**src/rtl/calc_pkg.sv**
```systemverilog
// calc_pkg: shared types and sizing for the calculator operand-entry path.
//   entry_state_t : operand entry FSM states (ENTRY, CONV, DONE)
//   DEF_DIGITS    : default number of decimal digits held
//   DEF_WIDTH     : default binary operand width (matches calculadora A/B)
//   conv_bits()   : shift iterations needed to convert 'digits' BCD digits
package calc_pkg;

    typedef enum logic [1:0] {
        ENTRY = 2'd0,
        CONV  = 2'd1,
        DONE  = 2'd2
    } entry_state_t;

    localparam int DEF_DIGITS = 6;
    localparam int DEF_WIDTH  = 18;

    // log2(10) ~ 10/3: bits needed to hold the largest 'digits'-digit decimal.
    function automatic int conv_bits(input int digits);
        return (digits * 10 + 2) / 3;
    endfunction

endpackage

```
**src/rtl/bcd_sub3_nibble.sv**
```systemverilog
// bcd_sub3_nibble: reverse double-dabble correction for one BCD nibble.
//   din  : nibble after the right shift
//   dout : din - 3 when din >= 8, otherwise din
module bcd_sub3_nibble (
    input  logic [3:0] din,
    output logic [3:0] dout
);

    assign dout = din[3] ? din - 4'd3 : din;

endmodule

```
**src/rtl/bcd_operand_entry.sv**
```systemverilog
// bcd_operand_entry: decimal operand entry. Digits are shifted into a BCD
// buffer (which also drives the display) and, on commit, converted to binary
// by an iterative reverse double-dabble (one shift per cycle, no divider).
//
// Ports:
//   clk, rst            clock; asynchronous active-low reset
//   digit_valid/digit   offered digit (0..9 accepted, >9 flagged)
//   digit_ready         block can take a digit (decoded, not registered)
//   commit / clear      start conversion / discard entry (pulses)
//   backspace           drop last digit (only with BCD_ENTRY_BACKSPACE_EN)
//   bcd_buf             entered digits, least significant in [3:0]
//   digit_count         number of digits held
//   busy                conversion in progress
//   value/value_valid   converted operand and its valid flag
//   overflow            last conversion saturated to all ones
//   bad_digit           one-cycle pulse on an offered digit above 9
//
// Optional feature: define BCD_ENTRY_BACKSPACE_EN to add the backspace port.
module bcd_operand_entry
    import calc_pkg::*;
#(
    parameter int DIGITS = DEF_DIGITS,
    parameter int WIDTH  = DEF_WIDTH
) (
    input  logic                          clk,
    input  logic                          rst,
    input  logic                          digit_valid,
    input  logic [3:0]                    digit,
    output logic                          digit_ready,
    input  logic                          commit,
    input  logic                          clear,
`ifdef BCD_ENTRY_BACKSPACE_EN
    input  logic                          backspace,
`endif
    output logic [4*DIGITS-1:0]           bcd_buf,
    output logic [$clog2(DIGITS+1)-1:0]   digit_count,
    output logic                          busy,
    output logic [WIDTH-1:0]              value,
    output logic                          value_valid,
    output logic                          overflow,
    output logic                          bad_digit
);

    localparam int CONV_BITS = conv_bits(DIGITS);
    localparam int BW        = 4 * DIGITS;
    localparam int WW        = BW + CONV_BITS;
    localparam int CW        = $clog2(DIGITS + 1);
    localparam int IW        = $clog2(CONV_BITS + 1);

    entry_state_t          state, state_d;
    logic [WW-1:0]         work, work_d, work_sh, work_adj;
    logic [IW-1:0]         iter, iter_d;
    logic [BW-1:0]         bcd_d;
    logic [CW-1:0]         cnt_d;
    logic [WIDTH-1:0]      value_d;
    logic                  vv_d, ovf_d, busy_d, bad_d;
    logic                  digit_take, digit_bad;
    logic [CONV_BITS+WIDTH-1:0] res_ext;
    logic                  res_ovf;

    // One conversion step: shift right, then correct every BCD nibble.
    assign work_sh = work >> 1;
    assign work_adj[CONV_BITS-1:0] = work_sh[CONV_BITS-1:0];

    for (genvar g = 0; g < DIGITS; g++) begin : g_nib
        bcd_sub3_nibble u_sub3 (
            .din  (work_sh[CONV_BITS+4*g +: 4]),
            .dout (work_adj[CONV_BITS+4*g +: 4])
        );
    end

    // Zero-extend the binary field so the overflow test works whether
    // CONV_BITS is wider or narrower than WIDTH.
    assign res_ext = {{WIDTH{1'b0}}, work[CONV_BITS-1:0]};
    assign res_ovf = |res_ext[CONV_BITS+WIDTH-1:WIDTH];

    always_comb begin
        case (state)
            ENTRY:   digit_ready = (digit_count < CW'(DIGITS));
            DONE:    digit_ready = 1'b1;
            default: digit_ready = 1'b0;
        endcase
    end

    assign digit_take = digit_valid && digit_ready && (digit <= 4'd9);
    assign digit_bad  = digit_valid && digit_ready && (digit > 4'd9);

    always_comb begin
        state_d = state;
        work_d  = work;
        iter_d  = iter;
        bcd_d   = bcd_buf;
        cnt_d   = digit_count;
        value_d = value;
        vv_d    = value_valid;
        ovf_d   = overflow;
        busy_d  = busy;
        bad_d   = 1'b0;
        if (clear) begin
            state_d = ENTRY;
            bcd_d   = '0;
            cnt_d   = '0;
            value_d = '0;
            vv_d    = 1'b0;
            ovf_d   = 1'b0;
            busy_d  = 1'b0;
        end else begin
            case (state)
                CONV: begin
                    if (iter == IW'(CONV_BITS)) begin
                        state_d = DONE;
                        busy_d  = 1'b0;
                        vv_d    = 1'b1;
                        ovf_d   = res_ovf;
                        value_d = res_ovf ? {WIDTH{1'b1}} : res_ext[WIDTH-1:0];
                    end else begin
                        work_d = work_adj;
                        iter_d = iter + IW'(1);
                    end
                end
                ENTRY, DONE: begin
                    if (commit) begin
                        state_d = CONV;
                        work_d  = {bcd_buf, {CONV_BITS{1'b0}}};
                        iter_d  = '0;
                        busy_d  = 1'b1;
                        vv_d    = 1'b0;
                    end
`ifdef BCD_ENTRY_BACKSPACE_EN
                    else if (backspace && digit_count != '0) begin
                        bcd_d = bcd_buf >> 4;
                        cnt_d = digit_count - CW'(1);
                        if (state == DONE) begin
                            vv_d    = 1'b0;
                            state_d = ENTRY;
                        end
                    end
`endif
                    else if (digit_take) begin
                        if (state == DONE) begin
                            // first digit after a result starts a fresh entry
                            bcd_d   = {{(BW-4){1'b0}}, digit};
                            cnt_d   = CW'(1);
                            vv_d    = 1'b0;
                            ovf_d   = 1'b0;
                            state_d = ENTRY;
                        end else begin
                            bcd_d = {bcd_buf[BW-5:0], digit};
                            cnt_d = digit_count + CW'(1);
                        end
                    end else if (digit_bad) begin
                        bad_d = 1'b1;
                    end
                end
                default: state_d = ENTRY;
            endcase
        end
    end

    always_ff @(posedge clk or negedge rst) begin
        if (!rst) begin
            state       <= ENTRY;
            work        <= '0;
            iter        <= '0;
            bcd_buf     <= '0;
            digit_count <= '0;
            value       <= '0;
            value_valid <= 1'b0;
            overflow    <= 1'b0;
            busy        <= 1'b0;
            bad_digit   <= 1'b0;
        end else begin
            state       <= state_d;
            work        <= work_d;
            iter        <= iter_d;
            bcd_buf     <= bcd_d;
            digit_count <= cnt_d;
            value       <= value_d;
            value_valid <= vv_d;
            overflow    <= ovf_d;
            busy        <= busy_d;
            bad_digit   <= bad_d;
        end
    end

endmodule

```
**config.mk**
```make
export PLATFORM = sky130hd
export DESIGN_NAME = bcd_operand_entry
export DESIGN_NICKNAME = d
export VERILOG_FILES = /design/src/rtl/calc_pkg.sv /design/src/rtl/bcd_sub3_nibble.sv /design/src/rtl/bcd_operand_entry.sv
export SDC_FILE = /design/constraint.sdc
export NUM_CORES = 1
export LEC_CHECK = 0
export ABC_AREA = 1
export ABC_CLOCK_PERIOD_IN_PS = 2630
export CELL_PAD_IN_SITES_DETAIL_PLACEMENT = 1
export CELL_PAD_IN_SITES_GLOBAL_PLACEMENT = 2
export CORE_ASPECT_RATIO = 0.7
export CORE_MARGIN = 2
export CORE_UTILIZATION = 36
export DETAILED_ROUTE_END_ITERATION = 12
export PLACE_DENSITY = 0.87
export SYNTH_ARGS = -nofsm -noshare
export SYNTH_HDL_FRONTEND = slang
export SYNTH_HIERARCHICAL = 1
export SYNTH_SLANG_ARGS = --single-unit
```
**constraint.sdc**
```tcl
create_clock -name clk -period 2.63 [get_ports clk]
set_clock_uncertainty 0.15 [all_clocks]
set_input_delay 0.526 -clock clk [delete_from_list [all_inputs] [get_ports clk]]
set_output_delay 0.526 -clock clk [all_outputs]
set_load 0.03 [all_outputs]
```
==> results of run 1 <==
-- worst max-delay path: stages, from the launching register on --
cell	delay, ns
dfrtp_1	0.49
inv_2	0.21
nand2_4	0.09
nand2_4	0.12
dlymetal6s2s_1	0.30
-- cell type report --
class / instances / share of cell area (%)
sequential: 100 / 43.56
multi-input combinational: 371 / 31.82
timing repair buffer: 70 / 12.11
clock buffer: 13 / 4.705
tap: 162 / 3.529
inverter: 53 / 3.507
clock inverter: 3 / 0.7624
-- cell usage after synthesis, types with 2 or more instances --
cell / number / area (µm²)
inv_2: 2 / 7.510
nor2_1: 76 / 285.3
buf_2: 9 / 45.04
nand2_4: 2 / 22.52
o21ai_1: 7 / 35.03
dfrtp_1: 100 / 2502
ha_1: 9 / 112.6
nand2_2: 5 / 31.28
o22ai_1: 42 / 262.8
nor3_1: 2 / 10.01
buf_6: 7 / 78.83
inv_1: 49 / 183.9
clkbuf_1: 3 / 11.26
buf_4: 4 / 30.03
nand3_1: 62 / 310.3
xor2_1: 8 / 70.07
nand2_1: 113 / 424.2
o21ai_0: 17 / 85.08
a21oi_1: 14 / 70.07
buf_1: 2 / 7.510
nand4_1: 2 / 12.51
nor2_2: 2 / 12.51
-- per-stage QoR --
stage	std cells	power (W)	cell area, µm²
final	772	0.004104	5744
after detailed placement	756	0.002747	5428
after floorplan	550	0.002472	4710
after global placement	756	0.002691	5428
after global routing	772	0.004376	5744
after CTS	772	0.004141	5742
-- metal layers --
layer  part of all wire [%]  GRT usage (%)
met1                     51          27.28
met2                     45          29.90
met3                    3.5          3.900
met4                   0.81          4.462
met5                      0              0
-- how the worst max path moves through the flow --
stage                         from           to  slack, ns  cells after the start
after floorplan            iter[0]    value[10]       0.99                     10
after global routing      state[0]  digit_ready       0.34                      4
after detailed placement     clear     work[28]       0.27                      7
after CTS                 state[0]  digit_ready       0.02                      4
after global placement       clear     overflow       0.36                      5
final                     state[0]  digit_ready       0.40                      4
-- registers in the layout (all words and copies together), names as in the netlist --
name and flops:
work 44, bcd_buf 24, value 18, iter 5, digit_count 3, state 2, bad_digit 1, busy 1
overflow 1, value_valid 1
-- power by group through the flow --
stage / clock (W) / sequential [W] / combinational (W)
global route: 0.00149 / 0.00191 / 0.000985
finish: 0.00138 / 0.00188 / 0.000846
detailed placement: 0 / 0.00190 / 0.000844
global placement: 0 / 0.00189 / 0.000799
floorplan: 0 / 0.00186 / 0.000613
CTS: 0.00141 / 0.00188 / 0.000853
-- what timing repair did --
item	in CTS	in global routing
resized for setup	0	1
endpoints found under the hold margin	0	0
setup endpoints to repair	0	1
-- kinds of logic (layout without fill, tap and decap cells) --
family                     Yosys count  after routing  synth area share [%]
DFF                                100            100                 53.30
other                                1              5               0.07988
AOI/OAI and AO/OA                   82             82                 10.18
adders and majority gates            9              9                 2.399
xor gates and xnor gates             8              8                 1.493
buffers and inverters               79            139                 8.076
and+or+nand+nor                    267            267                 24.47
==> flow_summary.toml, run 1 <==
[final_layout]
layout_commonest_cell = "nand2_1"
regArea_um2 = 2502
fillCellCount = 1483
area_growth_pct = 22.36
final_cell_mix = "nand2_1 (113), dfrtp_1 (100), nor2_1 (76)"
multi_input_area_um2 = 1828
fin_util_pct = 45.62
drive_gt1_share_pct = 7.213
nNetsFinal = 623
antenna_cells = 0

[floorplan]
dieArea_um2 = 13980
start_util_pct = 37.28
die_h_um = 99.54
die_w_um = 140.5
core-area_um2 = 12590
io_pins = 59
rows = 34

[placed_design]
gp_congestion = 0.8204
dpl.hpwl_mm = 8.378
place_worst_setup_slack_ns = 0.2692
portBuffers = 58

[pwr]
power.share.clock_pct = 33.6
leakage_nw = 2.759
p_comb_share_pct = 20.6
power_switching_w = 0.001288
peakVddDrop_uv = 381.2
pwr-share-seq_pct = 45.8
power_density_nw_per_um2 = 714.4
p_int_w = 0.002816
p_sw_share_pct = 31.39

[clock_tree]
cts_tree = "done"
worst_skew_pair.late_latency_ns = 0.34
post_cts_buffers = 0
clk_root_buffer_cell = "clkbuf_16"
ctsHtreeMaxLevel = 3
cts_made_buffers = 9
cts_buffer_depth = 2
clkTransAtPathRegs_ns = 0.06
cts_hold_repair.buffers = 0
cts.sink_count = 100

[sta]
worst_slew_pin_slew_ns = 0.7721
max_slew_margin_pct = 48.47
drv_slew = 0
max_freq_ghz = 0.4490
setup_viol = 0
setup_tns_ns = 0
post-route-period-util_pct = 84.69
hold_viol = 0
finalCriticalPeriod_ns = 2.227
rsz0062_at_grt = "false"
setup_ws_ns = 0.4028
worst_hold_slack_ns = 0.06195

[synthesis]
synth_warnings = 6
async_flop_share_pct = 100.0
synth_area_per_cell_um2 = 8.598
synth_seq_cells = 100
seq_area_frac_synth_pct = 53.30
synth_cells = 546
synth_area_um2 = 4695
synth-edff-count = 0
synth_flop_cell = "dfrtp_1"
yosysUniqueCellTypes = 31

[critical_path]
r2r_end = "work[22]"
r2r-start = "iter[0]"
path_class = "flip-flop to output pin"
rrSetupSlack_ns = 0.73
required_ns = 1.95
cp-end-kind = "output pin"
setup.worst_path.start_class = "flip-flop"
worstRegToRegCells = 10
worstPathArrival_ns = 1.55
path_max_fanout = 6

[grt]
grtUsageTotal_pct = 19.02
antenna_found_initial = 0
grt_pass1_wl_mm = 21.28
grt_max_degree = 101
grt_pass1_vias = 4069
gr-total-overflow = 0

[drt]
vias = 3873
drt_iter0_drc = 202
drc = 0
totalWireLength_mm = 12.55
ant_nets = 0
drt-pass1-iter-count = 6
routed_via_density = 5.017
wl_per_cell_um = 16.26

[flow_run]
maxCapViolCount = 0

[worst_hold_path]
hold_path_class = "input port to async pin"

[run_status]
status = "finished, final reports clean"
Note: power is estimated with default switching activity, not from simulation.
==> run 2, diff against run 1 <==
--- a/config.mk
+++ b/config.mk
@@ -6,14 +6,14 @@
 export NUM_CORES = 1
 export LEC_CHECK = 0
 export ABC_AREA = 1
-export ABC_CLOCK_PERIOD_IN_PS = 2630
+export ABC_CLOCK_PERIOD_IN_PS = 2050
 export CELL_PAD_IN_SITES_DETAIL_PLACEMENT = 1
 export CELL_PAD_IN_SITES_GLOBAL_PLACEMENT = 2
 export CORE_ASPECT_RATIO = 0.7
 export CORE_MARGIN = 2
-export CORE_UTILIZATION = 36
+export CORE_UTILIZATION = 33
 export DETAILED_ROUTE_END_ITERATION = 12
-export PLACE_DENSITY = 0.87
+export PLACE_DENSITY = 0.81
 export SYNTH_ARGS = -nofsm -noshare
 export SYNTH_HDL_FRONTEND = slang
 export SYNTH_HIERARCHICAL = 1
==> constraint.sdc (replaced) <==
create_clock -name clk -period 2.05 [get_ports clk]
set_clock_uncertainty 0.15 [all_clocks]
set_input_delay 0.41 -clock clk [delete_from_list [all_inputs] [get_ports clk]]
set_output_delay 0.41 -clock clk [all_outputs]
set_load 0.03 [all_outputs]
==> run 2 against run 1 <==
  * Design area grew 2.9%
  * Clock power grew 14%
  * Critical endpoint is now bcd_buf[10]
  * Largest power group unchanged
  * Combinational power grew 32%
  * Sequential share of layout area shrank 1.2 points
  * Die area grew 8.8%
  * Utilization shrank 3.2 points
  * Total power grew 24%
==> flow_summary.toml, run 2 (synthesis results as in run 1) <==
[critical_path]
cp_slowest_stage_delay_ns = 0.70
cp-end-kind = "output pin"
setup.worst_path.start_class = "flip-flop"
path_max_fanout = 4
crit_chain = "clkdlybuf4s50_1"
path_class = "flip-flop to output pin"
worstRegToRegCells = 12
worstPathArrival_ns = 1.45
r2r-start = "iter[0]"
worst-path-buf-inv = 1
cpLargestDelayFamily = "buffers and inverters"
r2r_end = "overflow"
required_ns = 1.49
rrSetupSlack_ns = 0.17
crit_slowest_cell = "clkdlybuf4s50_1"

[final_layout]
final_cell_mix = "nand2_1 (113), dfrtp_1 (99), nor2_1 (76)"
largest-register = "work"
drive_gt1_share_pct = 8.710
layout_commonest_cell = "nand2_1"
nNetsFinal = 634
fillCellCount = 1657
area_growth_pct = 25.91
antenna_cells = 0
reg_top3 = "work: 44 flops, bcd_buf: 24 flops, value: 18 flops"
largest_reg_flops = 44
stdcell_count = 810

[clock_tree]
cts_buffer_depth = 2
clk_root_buffer_cell = "clkbuf_16"
post_cts_buffers = 0
ctsHtreeMaxLevel = 3
cts_made_buffers = 9
cts_tree = "done"
worst_skew_pair.late_latency_ns = 0.34
clkTransAtPathRegs_ns = 0.07
cts.sink_count = 100

[floorplan]
start_util_pct = 33.73
die_h_um = 103.8
die_w_um = 146.6
rows = 36
dieArea_um2 = 15210
io_pins = 59
core-area_um2 = 13920

[worst_hold_path]
min-delay-start = "value_valid"
hold_path_class = "flip-flop to flip-flop"
hold_end = "value_valid"
whs_path_depth = 2

[sta]
drv_slew = 0
setup_viol = 0
rsz0062_at_grt = "false"
max_slew_margin_pct = 63.81
hold_viol = 0
post-route-period-util_pct = 98.08
worst_slew_pin_slew_ns = 0.5408
finalCriticalPeriod_ns = 2.011
worst_hold_slack_ns = 0.3332
max_freq_ghz = 0.4974

[placed_design]
portBuffers = 58
gp_congestion = 0.7853
dpl.hpwl_mm = 8.970
placed_cells = 794

[pwr]
power_density_nw_per_um2 = 862.4
power.share.clock_pct = 31.0
p_comb_share_pct = 21.9
pwr-share-seq_pct = 47.1
leakage_nw = 3.107
p_int_w = 0.003481
peakVddDrop_uv = 358.8
p_sw_share_pct = 31.72
finalPower_w = 0.005097
power_switching_w = 0.001617

[drt]
totalWireLength_mm = 12.96
wl_met2_mm = 5.939
wl_met1_mm = 6.594
vias = 3977
wl_met3_um = 325
routed_via_density = 4.910
wl_per_cell_um = 15.99
top_layer = "met4"
drt-pass1-iter-count = 4
drt_iter0_drc = 162
ant_nets = 0
drc = 0

[grt]
grtUsageTotal_pct = 17.88
grt_pass1_vias = 4205
gr-total-overflow = 0
grt_max_degree = 40
grt_pass1_wl_mm = 21.76
antenna_found_initial = 0

[flow_run]
maxCapViolCount = 0

[run_status]
status = "finished, final reports clean"
[run 2: cell count changes in the layout (fill, tap and decap cells not counted), moves of 5 or more]
| cell | delta |
|---|---|
| dlygate4sd2_1 | +7 |
| buf_4 | +6 |
| clkdlybuf4s50_1 | -21 |
| dlymetal6s2s_1 | +13 |
| buf_12 | +5 |
[run 2: layout make-up]
cell class	count	area (µm²)	area share, %
flip-flops and latches	100	2504	42.36
multi-input cells	371	1833	31.01
repair buffers	81	864.6	14.63
clock buffers	13	260.3	4.403
well taps	190	237.7	4.022
inverters	53	201.4	3.408
clock inverters	2	10.01	0.1693
[run 2: worst register-to-register path, stage by stage, from the launching register on]
cell and delay, ns:
dfrtp_1 0.42, inv_1 0.08, ha_1 0.15, nand2_1 0.07
inv_1 0.09, nand2_2 0.11, nand2_2 0.14, buf_12 0.19
nand2_1 0.10, nor2_1 0.09, nand2_1 0.06, nand3_1 0.07
nand2_1 0.06
[run 2: through the flow]
step / TNS (ns) / setup slack, ns / utilization (%) / cell area [µm²]
after detailed placement: -1.912 / -0.08548 / 40.22 / 5598
after floorplan: 0 / 0.4146 / - / 4710
after global routing: 0 / 0.003117 / 42.47 / 5911
after global placement: -0.1071 / -0.01132 / 40.22 / 5598
after CTS: 0 / 0.001097 / 42.17 / 5869
final: 0 / 0.03945 / 42.47 / 5911
[run 2: what timing repair did]
| item | in CTS | in global routing |
|---|---|---|
| endpoints found under the hold margin | 26 | 0 |
| hold buffers | 1 | 0 |
| setup endpoints to repair | 7 | 17 |
| gates resized for setup | 7 | 16 |
[run 2: routing by layer]
layer	vias up	GRT usage, %
li1	1922	-
met1	1988	24.75
met2	61	28.98
met3	6	3.480
met4	0	4.438
met5	-	0
[run 2: worst max path at each step]
stage / start / to / slack (ns) / cells past startpoint
finish: bcd_buf[10] / bcd_buf[10] / 0.04 / 1
global route: bcd_buf[23] / bcd_buf[23] / 0.003 / 1
detailed placement: clear / value[6] / -0.09 / 7
global placement: clear / work[27] / -0.01 / 7
floorplan: iter[0] / value[10] / 0.41 / 10
CTS: bcd_buf[1] / bcd_buf[1] / 0.001 / 1
[run 2: power by group through the flow]
| stage | Clock, W | Combinational (W) | Sequential [W] |
|---|---|---|---|
| after floorplan | 0 | 0.000786 | 0.00238 |
| after global placement | 0 | 0.00106 | 0.00242 |
| after detailed placement | 0 | 0.00113 | 0.00243 |
| after CTS | 0.00163 | 0.00114 | 0.00240 |
| after global routing | 0.00171 | 0.00131 | 0.00243 |
| final | 0.00158 | 0.00112 | 0.00240 |
